<file path="config.mk">
export PLATFORM = sky130hd
export DESIGN_NAME = seg7_scan_display
export DESIGN_NICKNAME = d
export VERILOG_FILES = /design/src/rtl/seg7_scan_display.sv
export SDC_FILE = /design/constraint.sdc
export NUM_CORES = 1
export LEC_CHECK = 0
export BUFFER_PORTS_ARGS = -buffer_cell sky130_fd_sc_hd__buf_2
export CAP_MARGIN = 30
export CORE_MARGIN = 10
export CORE_UTILIZATION = 55
export DETAILED_ROUTE_END_ITERATION = 10
export PLACE_DENSITY = 0.74
export REMOVE_ABC_BUFFERS = 1
export SYNTH_ARGS = -nofsm -noshare
export SYNTH_HDL_FRONTEND = slang
export SYNTH_SLANG_ARGS = --single-unit
</file>
<file path="constraint.sdc">
create_clock -name clk -period 3.2 [get_ports clk]
set_clock_uncertainty 0.15 [all_clocks]
set_input_delay 0.16 -clock clk [delete_from_list [all_inputs] [get_ports clk]]
set_output_delay 0.16 -clock clk [all_outputs]
set_load 0.005 [all_outputs]
</file>
<file path="src/rtl/seg7_scan_display.sv">
// Binary-to-BCD (double dabble) converter driving a multiplexed 7-segment display
// with leading-zero blanking and overflow dashes.
module seg7_scan_display #(
  parameter int unsigned WIDTH    = 8,
  parameter int unsigned NDIG     = 3,
  parameter int unsigned DIV      = 1000,
  parameter int unsigned BLANK_LZ = 1
) (
  input  logic             clk,
  input  logic             rst,
  input  logic             load,
  input  logic [WIDTH-1:0] value,
  output logic             busy,
  output logic             ovf,
  output logic [6:0]       seg,
  output logic [NDIG-1:0]  an
);

  // Every 3 input bits add at most one decimal digit, so this never truncates.
  localparam int unsigned BD = (((WIDTH + 2) / 3) > NDIG) ? ((WIDTH + 2) / 3) : NDIG;
  localparam int unsigned BW = 4 * BD;
  localparam int unsigned CW = (WIDTH > 1) ? $clog2(WIDTH) : 1;
  localparam int unsigned PW = (DIV > 1) ? $clog2(DIV) : 1;
  localparam int unsigned IW = (NDIG > 1) ? $clog2(NDIG) : 1;

  function automatic longint unsigned pow10(input int unsigned n);
    longint unsigned r;
    r = 64'd1;
    for (int unsigned i = 0; i < n; i++) r = r * 64'd10;
    return r;
  endfunction

  localparam longint unsigned MAXV = pow10(NDIG) - 64'd1;

  function automatic logic [6:0] dec7(input logic [3:0] d);
    case (d)
      4'd0:    dec7 = 7'h3F;
      4'd1:    dec7 = 7'h06;
      4'd2:    dec7 = 7'h5B;
      4'd3:    dec7 = 7'h4F;
      4'd4:    dec7 = 7'h66;
      4'd5:    dec7 = 7'h6D;
      4'd6:    dec7 = 7'h7D;
      4'd7:    dec7 = 7'h07;
      4'd8:    dec7 = 7'h7F;
      4'd9:    dec7 = 7'h6F;
      default: dec7 = 7'h00;
    endcase
  endfunction

  typedef enum logic {S_IDLE, S_CONV} state_t;

  state_t                 state_q, state_d;
  logic [CW-1:0]          cnt_q;
  logic [WIDTH-1:0]       bin_q, bin_nx;
  logic [BW-1:0]          bcd_q, bcd_adj, bcd_nx;
  logic                   ovf_pend_q;
  logic [NDIG-1:0][3:0]   dig_q;
  logic [PW-1:0]          presc_q;
  logic [IW-1:0]          idx_q;
  logic                   last_c, capture_c, step_c, done_c;
  logic                   hi_nz_c;
  logic [6:0]             seg_d;
  logic [NDIG-1:0]        an_d;

  assign last_c = (cnt_q == CW'(WIDTH - 1));
  assign busy   = (state_q == S_CONV);

  always_ff @(posedge clk or posedge rst) begin
    if (rst) state_q <= S_IDLE;
    else     state_q <= state_d;
  end

  always_comb begin
    state_d = state_q;
    case (state_q)
      S_IDLE:  if (load)   state_d = S_CONV;
      S_CONV:  if (last_c) state_d = S_IDLE;
      default: state_d = S_IDLE;
    endcase
  end

  always_comb begin
    capture_c = 1'b0;
    step_c    = 1'b0;
    done_c    = 1'b0;
    case (state_q)
      S_IDLE:  capture_c = load;
      S_CONV: begin
        step_c = 1'b1;
        done_c = last_c;
      end
      default: ;
    endcase
  end

  // One shift-add-3 iteration.
  always_comb begin
    bcd_adj = bcd_q;
    for (int unsigned i = 0; i < BD; i++) begin
      if (bcd_q[4*i +: 4] >= 4'd5) bcd_adj[4*i +: 4] = bcd_q[4*i +: 4] + 4'd3;
    end
    {bcd_nx, bin_nx} = {bcd_adj, bin_q} << 1;
  end

  always_ff @(posedge clk or posedge rst) begin
    if (rst) begin
      cnt_q      <= '0;
      bin_q      <= '0;
      bcd_q      <= '0;
      ovf_pend_q <= 1'b0;
      ovf        <= 1'b0;
      dig_q      <= '0;
    end else begin
      if (capture_c) begin
        bin_q      <= value;
        bcd_q      <= '0;
        cnt_q      <= '0;
        ovf_pend_q <= (64'(value) > MAXV);
      end
      if (step_c) begin
        bin_q <= bin_nx;
        bcd_q <= bcd_nx;
        cnt_q <= cnt_q + CW'(1);
      end
      // Display digits only change once the conversion is complete.
      if (done_c) begin
        dig_q <= bcd_nx[4*NDIG-1:0];
        ovf   <= ovf_pend_q;
      end
    end
  end

  always_ff @(posedge clk or posedge rst) begin
    if (rst) begin
      presc_q <= '0;
      idx_q   <= '0;
    end else if (presc_q == PW'(DIV - 1)) begin
      presc_q <= '0;
      idx_q   <= (idx_q == IW'(NDIG - 1)) ? '0 : idx_q + IW'(1);
    end else begin
      presc_q <= presc_q + PW'(1);
    end
  end

  // A digit is a leading zero when it and every higher digit are zero.
  always_comb begin
    hi_nz_c = 1'b0;
    for (int unsigned k = 0; k < NDIG; k++) begin
      if ((k >= 32'(idx_q)) && (dig_q[k] != 4'd0)) hi_nz_c = 1'b1;
    end
    if (ovf)
      seg_d = 7'h40;
    else if ((BLANK_LZ != 0) && (idx_q != '0) && !hi_nz_c)
      seg_d = 7'h00;
    else
      seg_d = dec7(dig_q[idx_q]);
    an_d = ~(NDIG'(1) << idx_q);
  end

  always_ff @(posedge clk or posedge rst) begin
    if (rst) begin
      seg <= 7'h3F;
      an  <= ~NDIG'(1);
    end else begin
      seg <= seg_d;
      an  <= an_d;
    end
  end

endmodule

</file>
Word-level counts from Yosys, hierarchy flattened
Memories as Yosys holds them, arrays and structs flattened.
Cells that the tools add are included.
- $add $sub $neg: 6
- magnitude comparators: 7
- equality and inequality tests: 3
- shift-type cells: 1
- multiplexer cells: 23
- bitwise logic cells: 2
- reductions and logical operators: 10
- operators by type and width (kind ; number):
    $mux W12 ; 2
    $mux W8 ; 2
    $ge A4 B3 Y1 const B ; 3
    $mux W4 ; 3
    $reduce_bool A4 Y1 ; 3
    $add A10 B1 Y10 const B ; 1
    $eq A10 B10 Y1 const B ; 1
    $mux W10 ; 1
    $mux W3 ; 3
    $add A4 B2 Y4 const B ; 2
    $bmux W4 S2 ; 1
    $mux W1 ; 8
    $mux W7 ; 1
    $ge A1 B2 Y1 const A ; 2
    $logic_and A1 B1 Y1 ; 4
    $reduce_bool A2 Y1 ; 2
    $add A3 B1 Y3 const B ; 1
    $add A3 B2 Y3 const B ; 1
    $eq A3 B3 Y1 const B ; 1
    $lt A2 B3 Y1 const B ; 1
    $not A3 Y3 ; 1
    $shl A1 B2 Y3 const A ; 1
    $add A2 B1 Y2 const B ; 1
    $eq A2 B2 Y1 const B ; 1
    other kinds (5) ; 5
- flip-flop bits (word level): 58
- memory bits (read-only): 112
- memories: 1
- memories (name ; depth ; bits a word ; read ports ; clocked after Yosys merged registers in ; wr ports ; RTL line ; text):
    (no name shown) ; 16 ; 7 ; 1 ; 0 ; 0 ; 36 ; case (d)

Depth between registers and ports, before layout
- depth after elaboration: 8
- mapped depth: 7
- mapped depth without buffers: 6

Worst setup path before layout
Ideal clock, no wire load.
- path type: reg-to-reg
- start: reg idx_q[1]
- end: reg seg[0]
- library setup time: 0.081 ns
- data arrival time: 1.890 ns
- required time: 2.969 ns
- setup slack: 1.079 ns
- cell stages (with the launch flop): 8
- path through: dfrtp_1 buf_6 mux2_2 a22oi_1 inv_1 ha_1 mux2_4 a211oi_2
- longest elaborated chain between the ends: 8
- elaborated cells on any way between the ends: 16
- classes of those cells: order compare (3); mux (6); reduce/logical (6); memory (1)
- RTL lines (what ; RTL line ; text):
    start, declared ; 60 ; logic [IW-1:0] idx_q;
    start signal, assigned ; 140 ; idx_q <= (idx_q == IW'(NDIG - 1)) ? '0 : idx_q + IW'(1);
    branches (longest 7 deep; another with $mem_v2 Z16 W7) ; - ;
    $mux W7 (*) ; 154 ; else if ((BLANK_LZ != 0) && (idx_q != '0) && !hi_nz_c)
    via seg_d[0] ; 63 ; logic [6:0] seg_d;
    end signal, assigned ; 166 ; seg <= seg_d;
    end, declared ; 15 ; output logic [6:0] seg,
Mark *: on every way through the listed nets, which the timed path passes. The select of a mux whose other input is x is not followed.
A chain may end at the register's enable or synchronous reset.

Worst setup path in the final report
Same ends and word-level chain as after synthesis.

==> impl_metrics.env <==
export IMPL_status="finished clean"
export IMPL_netSwitchingPower_mw=1.07
export IMPL_max_freq_ghz=0.414
export IMPL_slew_headroom=0.591
export IMPL_die_w_microns=93.5
export IMPL_drive_gt1_frac=0.230
export IMPL_required_ns=3.30
export IMPL_syn_area_per_cell_sq_um=11.2
export IMPL_async_reset_ff_frac=1.00
export IMPL_nets=324
export IMPL_cellPowerDensity_nw_per_um2=884
export IMPL_final_core_util=0.662
export IMPL_end_kind="flop"
export IMPL_start_util=0.574
export IMPL_start_kind="flop"
export IMPL_antenna_found_initial=0
export IMPL_viasPerCell=5.29
export IMPL_firstDrtPassIters=4
export IMPL_ant_nets=0
export IMPL_cts_buffers=9
export IMPL_grt_pass1_wl_mm=9.05
export IMPL_ios=23
export IMPL_routed_wl_mm=5.16
export IMPL_syn_cell_area_sq_um=2970
export IMPL_p_clk_frac=0.204
export IMPL_drv_slew=0
export IMPL_ys_flop_type="dfrtp_1"
export IMPL_placed_area_sq_um=3150
export IMPL_cts_sinks=58
export IMPL_cts_tree="built"
export IMPL_seq_power_share=0.398
export IMPL_final_cell_mix="dfrtp_1, nand2_1, buf_2, mux2i_1, o21ai_0"
export IMPL_num_vias=1978
export IMPL_fin_setup_tns_ns=0
export IMPL_use_met3=0.0416
export IMPL_ir_drop_uv=481
export IMPL_overflow=0
export IMPL_hold_viol_final=0
export IMPL_first_iter_violations=43
export IMPL_power_leakage_nw=1.59
export IMPL_dp_hpwl_mm=3.66
export IMPL_gp_congestion=0.823
export IMPL_setup_slack_ns=0.785
export IMPL_grt_pass1_vias=2027
export IMPL_drc=0
export IMPL_syn2layout_area_growth_pct=15.3
export IMPL_yosysSeqAreaShare=0.492
export IMPL_worstSetupPathType="flop to flop"
export IMPL_p_int_mw=1.96
export IMPL_num_antenna_cells=0
export IMPL_clockRootBuffer="clkbuf_8"
export IMPL_cp_max_fo=9
export IMPL_combPwrFrac=0.398
export IMPL_postLayoutCellArea_sq_um=3420
export IMPL_cts_setup_buffers=0
export IMPL_worst_pin_slew_ns=0.612
export IMPL_clock_latency_ns=0.33
export IMPL_synth_distinct_cells=44
export IMPL_grt_busiest_layer="met2"
export IMPL_crit_arrival_ns=2.52
export IMPL_met2_usage=0.204
export IMPL_die_area_sq_um=8740
export IMPL_fin_total_pwr_mw=3.03
export IMPL_swShare=0.353
export IMPL_dieHeight_microns=93.5
export IMPL_final_common_cell="dfrtp_1"
export IMPL_pre_cts_ws_ns=0.791
export IMPL_cts_htree_levels=3
export IMPL_use_met1=0.149
export IMPL_wire_per_inst_microns=13.8
export IMPL_synth_top_area_share=0.421
export IMPL_synth_edf_count=0
export IMPL_num_rows=26
export IMPL_synthCells=266
export IMPL_grt_usage=0.128
export IMPL_ys_top_cells_by_area="dfrtp_1, dfstp_2, mux2i_1, ha_1, mux2_2"
export IMPL_finalCritPeriodShare=0.755
export IMPL_min_path_type="primary input to flop"
export IMPL_yosysTopAreaCell="dfrtp_1"
export IMPL_ys_ff_latch=58
export IMPL_finalSetupViolCount=0
export IMPL_io_buffers=21
export IMPL_fin_crit_ns=2.42
export IMPL_cts_buffer_depth=2
export IMPL_grt_start_max_net_pins=44
export IMPL_core_area_sq_um=5170
export IMPL_rsz0062_at_grt="false"
export IMPL_clk_pin_slew_worst_paths_ns=0.06
export IMPL_drv_cap=0
export IMPL_yosys_warnings=0
## timing repair
action,in CTS,in global routing
hold endpoints to repair,34,0
gates resized for setup,0,0
endpoints found under the setup margin,0,0
hold buffers,9,0
## power groups by stage
stage	Clock, mW	Combinational (mW)	Sequential [mW]
after floorplan	0	0.900	1.23
after global placement	0	1.16	1.21
after detailed placement	0	1.21	1.22
after CTS	0.631	1.22	1.21
after global routing	0.660	1.38	1.24
final	0.617	1.20	1.20
## final timing paths
path / startpoint / endpoint / slack [ns] / cells past startpoint
min in group asynchronous: rst / seg[6] / 0.29 / 3
setup reg to reg: idx_q[1] / seg[0] / 0.78 / 6
setup / recovery: idx_q[1] / seg[0] / 0.78 / 6
max in group asynchronous: rst / seg[1] / 1.98 / 4
hold reg to reg: presc_q[0] / presc_q[0] / 0.31 / 1
hold / removal: load / cnt_q[1] / 0.16 / 2
## routing by layer
layer  routed length [microns]  vias up
met5                         0        -
met4                       124        0
met3                       264       13
met2                      2400       34
met1                      2380      940
li1                          -      991
## final cells by class
cell class                      instances  area (sq um)
Tap cell                               70          87.6
Sequential cell                        58          1460
Timing Repair Buffer                   33           238
Multi-Input combinational cell        184          1400
Clock buffer                           14           173
Fill cell                             384          1750
Inverter                               13          48.8
Clock inverter                          2          10.0
## state kept, by name, summed over array words and instances (netlist names)
name     cells
busy         1
dig_q       12
an           3
bcd_q       12
seg          7
presc_q     10
bin_q        8
cnt_q        3
idx_q        2
## cell usage after synthesis (2+ instances only)
cell type	instances
clkbuf_1	6
nand2b_1	6
ha_1	14
a21o_1	6
a22o_1	2
nor2_1	11
nor4_1	4
xnor2_1	7
o21ai_0	18
nand3_1	6
a21oi_1	10
a311oi_1	2
xor2_1	3
nor3b_1	11
dfrtp_1	50
mux2_2	10
inv_1	13
a22oi_4	2
buf_2	2
nand2_1	28
mux2_4	3
dfstp_2	8
nor2b_1	2
mux2i_1	18
nor3_1	5
## metrics by stage
step                      std cells  hold WS, ns
final                           374        0.159
after floorplan                 255       0.0963
after global placement          348        0.260
after global routing            374        0.170
after detailed placement        349        0.122
after CTS                       374        0.154
## logic make-up (layout without fill, tap and decap cells)
logic type | Yosys count | after routing | share of synthesized area
buf+inv | 24 | 62 | 0.0350
compound gates | 48 | 48 | 0.125
simple gates | 79 | 79 | 0.137
other cells | 1 | 1 | 0.00126
flops | 58 | 58 | 0.492
fa+ha+maj | 14 | 14 | 0.0590
xor+xnor | 10 | 10 | 0.0295
mux | 32 | 32 | 0.121
## critical path, cell delays in order, from the launching register on
cell and delay (ns):
dfrtp_1 0.55, mux2_2 0.38, a22oi_1 0.40, inv_1 0.13
ha_1 0.23, mux2_4 0.27, a211oi_2 0.22
(Power assumes the default switching activity.)
